===== src/rtl/func_tt_pkg.sv =====
// func_tt_pkg: shared state encoding and sizing for the truth-table scanner.
package func_tt_pkg;
    localparam int NUM_VECTORS = 16;
    localparam int VEC_W = 4;
    typedef enum logic [1:0] {IDLE, DRIVE, SAMPLE, DONE} state_t;
endpackage


===== src/rtl/tt_settle_cnt.sv =====
// tt_settle_cnt: loadable down-counter flagging when a vector's settle interval has elapsed.
module tt_settle_cnt (
    input  logic       clk,
    input  logic       rst,
    input  logic       load,
    input  logic       en,
    input  logic [3:0] init,
    output logic       expired
);
    logic [3:0] cnt;
    always_ff @(posedge clk) begin
        if (rst) cnt <= '0;
        else if (load) cnt <= init;
        else if (en && !expired) cnt <= cnt - 4'd1;
    end
    assign expired = cnt == 4'd0;
endmodule


===== src/rtl/func_tt_scanner.sv =====
// func_tt_scanner: walks all 16 input vectors, captures f_in and scores it against a golden table.
// Optional TT_EQUIV_CHECK_EN adds a second implementation input (fb_in) and a per-vector diff mask.
module func_tt_scanner
    import func_tt_pkg::*;
#(
    parameter int SETTLE_CYCLES = 1
) (
    input  logic                   clk,
    input  logic                   rst,
    input  logic                   start,
    input  logic [NUM_VECTORS-1:0] expected,
    input  logic                   f_in,
`ifdef TT_EQUIV_CHECK_EN
    input  logic                   fb_in,
    output logic [NUM_VECTORS-1:0] diff_mask,
    output logic                   equiv_ok,
`endif
    output logic [VEC_W-1:0]       x,
    output logic                   busy,
    output logic                   done,
    output logic [NUM_VECTORS-1:0] tt,
    output logic [4:0]             mismatch_cnt,
    output logic                   pass
);
    if (SETTLE_CYCLES < 1 || SETTLE_CYCLES > 15) begin : g_bad_settle
        $error("SETTLE_CYCLES must be within 1..15");
    end

    state_t                 state;
    logic [VEC_W-1:0]       idx;
    logic [NUM_VECTORS-1:0] exp_q;
    logic                   load, expired, last;
    logic [4:0]             cnt_next;

    assign last     = idx == VEC_W'(NUM_VECTORS - 1);
    assign load     = (state == IDLE && start) || (state == SAMPLE && !last);
    assign cnt_next = mismatch_cnt + 5'(f_in != exp_q[idx]);
    assign x        = idx;

`ifdef TT_EQUIV_CHECK_EN
    logic [NUM_VECTORS-1:0] diff_next;
    assign diff_next = diff_mask | (NUM_VECTORS'(f_in ^ fb_in) << idx);
`endif

    tt_settle_cnt u_settle (
        .clk     (clk),
        .rst     (rst),
        .load    (load),
        .en      (state == DRIVE),
        .init    (4'(SETTLE_CYCLES - 1)),
        .expired (expired)
    );

    always_ff @(posedge clk) begin
        if (rst) begin
            state        <= IDLE;
            idx          <= '0;
            exp_q        <= '0;
            busy         <= 1'b0;
            done         <= 1'b0;
            tt           <= '0;
            mismatch_cnt <= '0;
            pass         <= 1'b0;
`ifdef TT_EQUIV_CHECK_EN
            diff_mask    <= '0;
            equiv_ok     <= 1'b0;
`endif
        end else begin
            case (state)
                IDLE: if (start) begin
                    exp_q        <= expected;
                    tt           <= '0;
                    mismatch_cnt <= '0;
                    pass         <= 1'b0;
                    idx          <= '0;
                    busy         <= 1'b1;
                    state        <= DRIVE;
`ifdef TT_EQUIV_CHECK_EN
                    diff_mask    <= '0;
                    equiv_ok     <= 1'b0;
`endif
                end
                DRIVE: if (expired) state <= SAMPLE;
                SAMPLE: begin
                    tt[idx]      <= f_in;
                    mismatch_cnt <= cnt_next;
`ifdef TT_EQUIV_CHECK_EN
                    diff_mask    <= diff_next;
                    if (last) equiv_ok <= diff_next == '0;
`endif
                    // the final verdict uses the count including this last sample
                    if (last) begin
                        pass  <= cnt_next == 5'd0;
                        busy  <= 1'b0;
                        done  <= 1'b1;
                        state <= DONE;
                    end else begin
                        idx   <= idx + 4'd1;
                        state <= DRIVE;
                    end
                end
                DONE: begin
                    done  <= 1'b0;
                    state <= IDLE;
                end
                default: state <= IDLE;
            endcase
        end
    end
endmodule


===== config.mk =====
export PLATFORM = sky130hd
export DESIGN_NAME = func_tt_scanner
export DESIGN_NICKNAME = d
export VERILOG_FILES = /design/src/rtl/func_tt_pkg.sv /design/src/rtl/tt_settle_cnt.sv /design/src/rtl/func_tt_scanner.sv
export SDC_FILE = /design/constraint.sdc
export NUM_CORES = 1
export LEC_CHECK = 0
export CAP_MARGIN = 10
export CORE_ASPECT_RATIO = 0.5
export CORE_MARGIN = 4
export CORE_UTILIZATION = 50
export CTS_BUF_LIST = sky130_fd_sc_hd__clkbuf_16
export CTS_CLUSTER_DIAMETER = 40
export DETAILED_ROUTE_END_ITERATION = 10
export GPL_ROUTABILITY_DRIVEN = 0
export PLACE_DENSITY = 0.78
export SYNTH_ARGS = -nofsm -noshare
export SYNTH_HDL_FRONTEND = slang
export SYNTH_SLANG_ARGS = --single-unit

===== constraint.sdc =====
create_clock -name clk -period 2.9 [get_ports clk]
set_input_delay 0.435 -clock clk [delete_from_list [all_inputs] [get_ports clk]]
set_output_delay 0.435 -clock clk [all_outputs]
set_load 0.01 [all_outputs]

# == Word-level counts from Yosys, hierarchy flattened ==
# Index checks and enable logic that the tools add are counted.
# word_totals
register_bits,50
latchBits,0
mem_bits_rw,0
mem_bits_ro,0
word_cells,66
mem_count,0
# classes
add_sub_neg,3
n_mul,0
div_mod_pow,0
order_cmp,2
n_eq_ne,9
n_shift,0
muxes,24
n_bitwise,0
n_reduce_logical,19
# ops
op,count
16-bit case mux with 2 select lines,1
16-bit bitwise mux,1
16-bit two-way mux,1
5-bit case mux with 2 select lines,1
4-bit two-way mux,2
2-bit != test (second input constant),4
2-bit case mux with 4 select lines,1
4-bit case mux with 2 select lines,1
2-bit AND reduction,4
1-bit two-way mux,7
2-bit two-way mux,3
1-bit case mux with 2 select lines,3
3-bit AND reduction,2
5-bit by 1-bit adder with 5-bit output,1
5-bit logical NOT,1
4-bit by 5-bit less-than comparator with 1-bit output (second input constant),1
5-bit two-way mux,1
4-bit by 1-bit adder with 4-bit output (second input constant),1
1-bit binary-select mux with 4-bit select,1
1-bit demux with 4-bit select,1
2-bit equality test (second input constant),2
4-bit equality test (second input constant),1
4-bit by 1-bit >= comparator with 1-bit output (second input constant),1
1-bit logical AND,4
other kinds (9),11

# == Depth between registers and ports, before layout ==
# Gate-level depths: netlist (run 1).
# depth
depth_word,7
depth_mapped,10
mapped_depth_nobuf,9

# == Hierarchy ==
# Synthesis (run 1) repeated with hierarchy kept, for this count alone.
# unflattened
cells_unflattened,278
area_unflattened_um2,2382.3
# by_module_without_submodules
module,instances,cells_each,area_each_um2,seq_area_each_um2
func_tt_scanner,1,249,2119.5,920.9
tt_settle_cnt,1,29,262.8,80.1

# == Worst setup path before layout (run 1) ==
# No wires, ideal clock.
# synth_path
path_kind,register to register
start,"register idx[2], in the netlist x[2]"
end,register pass
t_arrival_ps,2644
required_time_ps,2813
setup_slack_ps,169
stages_incl_launch_ff,10
cell_sequence,dfxtp_1 -> buf_6 -> mux4_1 -> mux4_2 -> xor2_1 -> ha_1 -> ha_1 -> nor4_1 -> nand3_1 -> o31ai_1
# synth_via
elab_chain_len,7
elab_cells_between_ends,10
# synth_lines
element,line_no,text
"start, declared",func_tt_scanner.sv:30,logic [VEC_W-1:0] idx;
"start signal, assigned",func_tt_scanner.sv:98,idx <= idx + 4'd1;
1-bit binary-select mux with 4-bit select,func_tt_scanner.sv:37,assign cnt_next = mismatch_cnt + 5'(f_in != exp_q[idx]);
1-bit two-way mux (not written as such),func_tt_scanner.sv:37,
1-bit != test,func_tt_scanner.sv:37,
5-bit by 1-bit adder with 5-bit output,func_tt_scanner.sv:37,
5-bit logical NOT,func_tt_scanner.sv:93,pass <= cnt_next == 5'd0;
1-bit two-way mux,func_tt_scanner.sv:92,if (last) begin
1-bit case mux with 2 select lines,func_tt_scanner.sv:69,case (state)
"end signal, assigned",func_tt_scanner.sv:63,pass <= 1'b0;
"end signal, assigned",func_tt_scanner.sv:74,pass <= 1'b0;
"end signal, assigned",func_tt_scanner.sv:93,
"end, declared",func_tt_scanner.sv:23,output logic pass
# Parallel ways exist; a longest one is shown, timed or not. The select of a mux whose other input is x is not followed.
# A chain may end at the register's enable or synchronous reset.

# == Worst setup path in the final report (run 1) ==
# Ends and elaborated chain as after synthesis.

==> impl_metrics.py, run 1 <==
metrics = {
    "synthesis": {
        "synth_top_family_by_area": "simple AND/OR/NAND/NOR gates",
        "ys_warn_count": 0,
        "synth-compound-area-share_pct": 16.8,
        "syn_area_mm2": 0.00230,
        "ys_seq_area_share_pct": 43.5,
        "synth_nets": 294,
        "synth_cell_type_count": 33,
        "syn_inst": 267,
        "yosys.area_share.adder_pct": 3.81,
        "yosys.area_share.simple_pct": 21.6,
        "ys_ff_latch": 50,
        "synth_xor_area_share_pct": 3.43,
        "avgSynthCellArea_um2": 8.61,
        "synth.area.mux_share_pct": 5.82,
    },
    "place": {
        "io_buffers": 47,
        "hpwlAfterDp_um": 4040,
        "post_dp_cell_area_mm2": 0.00280,
    },
    "setup_path": {
        "end_kind": "flip-flop",
        "path_max_fanout": 5,
        "crit_arrival_ns": 2.91,
        "cp-startpoint": "x[2]",
        "rr_startpoint": "x[2]",
        "worstPathRequired_ns": 3.10,
        "path_class": "reg -> reg",
        "crit_path_start_kind": "flip-flop",
    },
    "pwr": {
        "power_frac_seq_pct": 50.8,
        "pwr-share-clk_pct": 40.0,
        "irDropWorstVdd_uv": 237,
        "finalPower_mw": 1.42,
        "comb_power_share_pct": 9.2,
        "p_leak_nw": 0.994,
        "internal_power_mw": 1.08,
        "switching_power_mw": 0.336,
        "swShare_pct": 23.7,
        "p_per_area_mw_per_mm2": 481,
    },
    "drt": {
        "drt_wl_total_um": 5730,
        "drt_iter0_drc": 132,
        "wl_met2_um": 2670,
        "drt-met1-wl_um": 2600,
        "ant_nets": 0,
        "vias": 2108,
        "drc": 0,
        "dr.pass1.iters": 4,
        "viasPerCell": 5.81,
        "wl_per_cell_um": 15.8,
        "wl_met3_um": 355,
        "highest_layer": "met4",
    },
    "timing": {
        "fmax_mhz": 369,
        "grt_setup_unrepaired": "false",
        "skew_ns": 0.00499,
        "hold_slack_ns": 0.456,
        "finalCritPeriodShare_pct": 93.5,
        "slew_viol_final": 0,
        "worstMarginPinSlew_ns": 0.808,
        "min_period_ns": 2.71,
        "hold_viol": 0,
        "finalSetupViolations": 0,
        "setup_tns_ns": 0,
        "maxSlewHeadroom_pct": 46.0,
    },
    "grt": {
        "grt_pass1_wl_um": 9660,
        "first_global_vias": 1983,
        "grt-ovfl-total": 0,
        "grt_usage_pct": 20.2,
        "grt_max_degree": 36,
        "antenna_found_initial": 0,
    },
    "clock_tree": {
        "root_buffer": "clkbuf_16",
        "htreeDepth": 2,
        "clk_latency_ns": 0.29,
        "clkTransAtPathRegs_ns": 0.07,
        "clk_path_buf_depth": 2,
        "cts_sinks": 50,
        "cts_buffers": 5,
        "cts_tree": "yes",
        "postCtsHoldBufs": 0,
    },
    "job": {
        "cap_viol_max_count": 0,
    },
    "status": {
        "status": "finished clean",
    },
    "floorplanning": {
        "pin_count": 48,
        "start_util_pct": 52.0,
        "fp-row-count": 17,
        "core_area_mm2": 0.00442,
        "die_w_um": 104,
        "die_area_mm2": 0.00581,
        "fp.dieH_um": 56.0,
    },
    "worst_hold_path": {
        "min_path_type": "reg -> reg",
        "hp-start": "exp_q[7]",
    },
    "final_layout": {
        "drive_above_1_share_pct": 6.21,
        "antenna_cells": 0,
        "fin_area_mm2": 0.00295,
        "fin_nets": 332,
        "syn_to_final_growth_pct": 28.1,
    },
}
## final timing paths
check / slack [ns] / to / cells after the start
min reg2reg: 0.46 / exp_q[7] / 2
max reg2reg: 0.19 / pass / 8
min: 0.46 / exp_q[7] / 2
max: 0.19 / pass / 8
## state kept, by name, summed over array words and instances, names as in the netlist
name and count:
busy 1, done 1, exp_q 16, mismatch_cnt 5
pass 1, state 2, tt 16, u_settle.cnt 4
x 4
## placed cells by master (no fill, tap or decap), types with 3 or more instances in the layout
cell type and count:
inv_1 5, nand2b_1 4, o311ai_0 4, nand3_1 10
xor2_1 3, dfxtp_1 49, xnor2_1 6, nand4_1 16
clkbuf_16 5, ha_1 7, buf_4 7, nor2_1 10
a211oi_1 4, nand2_1 43, mux4_1 3, o211ai_1 11
nor3_1 3, or3_1 3, nor2b_1 5, a21oi_1 40
clkdlybuf4s50_1 47
## power by group through the flow
stage	Combinational [mW]	Sequential, mW	Clock, mW
finish	0.130	0.719	0.567
global route	0.143	0.722	0.596
CTS	0.130	0.720	0.569
detailed placement	0.129	0.735	0
global placement	0.125	0.734	0
floorplan	0.0773	0.732	0
## critical path, stage by stage (launching register included)
cell and delay [ns]:
dfxtp_2 0.39, mux4_1 0.56, mux4_2 0.48, xor2_1 0.16, ha_1 0.19, ha_1 0.29
nor4_1 0.26, nand3_1 0.10, o31ai_1 0.18
## synth_stat cells
| cell | instances | area (µm²) |
|---|---|---|
| nand4_1 | 16 | 100 |
| xnor2_1 | 6 | 52.6 |
| o31ai_1 | 1 | 7.51 |
| and3_1 | 1 | 6.26 |
| a211oi_1 | 4 | 30.0 |
| nand3b_1 | 1 | 7.51 |
| buf_2 | 2 | 10.0 |
| o21ai_0 | 2 | 10.0 |
| a21oi_1 | 40 | 200 |
| nor2b_1 | 5 | 31.3 |
| nor3_1 | 3 | 15.0 |
| a31oi_1 | 1 | 6.26 |
| o311ai_0 | 4 | 35.0 |
| inv_1 | 5 | 18.8 |
| mux4_1 | 3 | 78.8 |
| and2_1 | 1 | 6.26 |
| xor2_1 | 3 | 26.3 |
| dfxtp_1 | 50 | 1000 |
| nand3_1 | 10 | 50.1 |
| o21bai_1 | 2 | 15.0 |
| mux4_2 | 2 | 45.0 |
| mux2i_1 | 1 | 10.0 |
| nor4_1 | 1 | 6.26 |
| nand2b_1 | 4 | 25.0 |
| clkbuf_1 | 20 | 75.1 |
| nand2_1 | 43 | 161 |
| nor3b_1 | 3 | 22.5 |
| o211ai_1 | 11 | 82.6 |
| buf_6 | 1 | 11.3 |
| or3b_2 | 1 | 8.76 |
| or3_1 | 3 | 18.8 |
| nor2_1 | 10 | 37.5 |
| ha_1 | 7 | 87.6 |
## through the flow
step	setup WS (ns)	utilization [%]	instances
2_1_floorplan	0.169	-	267
3_3_place_gp	0.171	63.3	355
3_5_place_dp	0.0811	63.3	355
4_1_cts	0.0825	66.5	363
5_1_grt	0.0341	66.6	363
6_report	0.188	66.6	363
## routing by layer
metal	vias to the layer above	global-route usage [%]
li1	1031	-
met1	993	27.9
met2	73	31.6
met3	11	4.63
met4	0	6.06
met5	-	0
## cells by family after synthesis
family / count (synthesis)
xor+xnor: 9
mux: 6
flops: 50
buf+inv: 28
compound gates: 65
simple gates: 102
fa+ha+maj: 7
## cell type report
type,count,area (µm²)
multi-input combinational,189,1190
clock buffer,5,125
inverter,5,18.8
tap,57,71.3
sequential,50,1000
clock inverter,3,16.3
fill,377,1480
timing repair buffer,54,523
## what timing repair did
item / 4_1_cts / 5_1_grt
setup endpoints to repair: 0 / 2
buffers inserted: 0 / 0
gates resized for setup: 0 / 1
No activity file was read; power rests on OpenSTA's default activity.
==> run 2, diff against run 1 <==
CORE_UTILIZATION = 53   (was 50)
CTS_BUF_LIST = sky130_fd_sc_hd__clkbuf_4 sky130_fd_sc_hd__clkbuf_8   (was sky130_fd_sc_hd__clkbuf_16)
PLACE_DENSITY = 0.82   (was 0.78)
==> run 2 against run 1 <==
Net effect: core utilization is 4.9 points higher; flip-flop and latch count stayed put; worst setup slack worse by 0.00097 ns; critical endpoint unchanged; cell count is 0.83% lower; largest cell class unchanged; count of clock-buffer cells in the layout stayed put; highest routed layer unchanged.
==> impl_metrics.py, run 2 (same netlist as run 1, synthesis figures left out) <==
metrics = {
    "setup_path": {
        "end_kind": "flip-flop",
        "path_class": "reg -> reg",
        "worstPathRequired_ns": 3.12,
        "path_max_fanout": 6,
        "r2r_end": "pass",
        "crit_path_start_kind": "flip-flop",
        "reg2reg_depth": 8,
        "rr_startpoint": "x[2]",
        "r2r_slack_ns": 0.19,
        "crit_arrival_ns": 2.94,
    },
    "floorplanning": {
        "fp.dieH_um": 54.6,
        "die_area_mm2": 0.00552,
        "pin_count": 48,
        "die_w_um": 101,
        "core_area_mm2": 0.00404,
        "fp-row-count": 16,
        "start_util_pct": 56.9,
    },
    "final_layout": {
        "layout_commonest_cell": "dfxtp_1",
        "multi_input_area_mm2": 0.00119,
        "fin_nets": 333,
        "antenna_cells": 0,
        "regArea_mm2": 0.00100,
        "fillCellCount": 319,
        "largestRegisters": "exp_q: 16 flops, tt: 16 flops, mismatch_cnt: 5 flops",
        "final_cell_mix": "49 x dfxtp_1, 47 x clkdlybuf4s50_1, 43 x nand2_1",
        "drive_above_1_share_pct": 6.54,
        "syn_to_final_growth_pct": 25.6,
    },
    "clock_tree": {
        "clk_latency_ns": 0.30,
        "htreeDepth": 2,
        "cts_sinks": 50,
        "root_buffer": "clkbuf_8",
        "clkTransAtPathRegs_ns": 0.09,
        "cts_tree": "yes",
        "clk_path_buf_depth": 2,
        "cts_buffers": 5,
    },
    "drt": {
        "drt_iter0_drc": 199,
        "wl_per_cell_um": 15.3,
        "vias": 2105,
        "dr.pass1.iters": 5,
        "viasPerCell": 5.85,
        "ant_nets": 0,
        "drt_wl_total_um": 5500,
        "drc": 0,
    },
    "timing": {
        "maxSlewHeadroom_pct": 51.2,
        "skew_ns": 0.00669,
        "hold_slack_ns": 0.459,
        "finalCritPeriodShare_pct": 93.6,
        "fmax_mhz": 369,
        "worstMarginPinSlew_ns": 0.733,
        "finalSetupViolations": 0,
        "min_period_ns": 2.71,
        "hold_viol": 0,
        "slew_viol_final": 0,
        "grt_setup_unrepaired": "false",
        "setup_tns_ns": 0,
    },
    "place": {
        "io_buffers": 47,
        "hpwlAfterDp_um": 4090,
    },
    "worst_hold_path": {
        "min_path_type": "reg -> reg",
        "hold_path_end": "exp_q[5]",
        "whs_path_depth": 2,
        "hp-start": "exp_q[5]",
    },
    "pwr": {
        "switching_power_mw": 0.302,
        "internal_power_mw": 0.927,
        "irDropWorstVdd_uv": 287,
        "swShare_pct": 24.6,
        "power_frac_seq_pct": 58.4,
        "p_leak_nw": 0.975,
        "finalPower_mw": 1.23,
        "p_per_area_mw_per_mm2": 426,
        "pwr-share-clk_pct": 30.9,
        "comb_power_share_pct": 10.8,
    },
    "grt": {
        "antenna_found_initial": 0,
        "grt_pass1_wl_um": 8970,
        "grt-ovfl-total": 0,
        "grt_usage_pct": 21.0,
        "grt_max_degree": 36,
        "first_global_vias": 1863,
    },
    "status": {
        "status": "finished clean",
    },
    "job": {
        "cap_viol_max_count": 0,
    },
}
-- run 2: cell types whose count changed in the layout (fill, tap and decap cells not counted), sizes merged --
cell | previous run | this run
buf | 7 | 8
clkinvlp | 1 | 0
-- run 2: per-stage QoR --
stage	instance area, µm²	instances	setup WS [ns]	utilization [%]
after global placement	2810	353	0.155	69.4
after detailed placement	2810	353	0.0740	69.4
after global routing	2890	360	0.000636	71.4
after CTS	2890	360	0.0576	71.3
after floorplan	2300	267	0.169	-
final	2890	360	0.187	71.4
-- run 2: power groups by stage --
stage	Clock (mW)	Combinational, mW	Sequential (mW)
after floorplan	0	0.0773	0.732
after global placement	0	0.126	0.734
after detailed placement	0	0.131	0.735
after CTS	0.389	0.131	0.718
after global routing	0.417	0.144	0.720
final	0.380	0.132	0.718
-- run 2: routing by layer --
metal	track usage [%]	wire, µm	vias up
met5	0	0	-
met4	6.84	53	0
li1	-	-	1027
met2	32.7	2480	96
met3	4.96	425	7
met1	29.1	2540	975
-- run 2: critical path, stage by stage (launching register included) --
cell	delay [ns]
dfxtp_4	0.39
mux4_1	0.56
mux4_2	0.47
xor2_1	0.16
ha_1	0.20
ha_1	0.31
nor4_1	0.26
nand3_1	0.10
o31ai_1	0.18
-- run 2: final cells by class --
cell class                      instances  share of cell area (%)
Clock buffer                            5                    2.38
Clock inverter                          2                   0.346
Inverter                                5                   0.650
Multi-Input combinational cell        189                    41.1
Sequential cell                        50                    34.8
Tap cell                               54                    2.34
Timing Repair Buffer                   55                    18.4
-- run 2: timing repair --
item                       4_1_cts  5_1_grt
hold buffers                     0        0
setup buffers                    0        0
setup endpoints to repair        0        2
gates resized for setup          0        2
-- run 2: worst max-delay path by stage --
stage,from,end,slack [ns],depth (start not counted)
after detailed placement,x[2],pass,0.07,8
after floorplan,x[2],pass,0.17,9
after CTS,x[2],pass,0.06,8
after global placement,x[2],pass,0.15,8
after global routing,x[2],pass,0.0006,8
final,x[2],pass,0.19,8
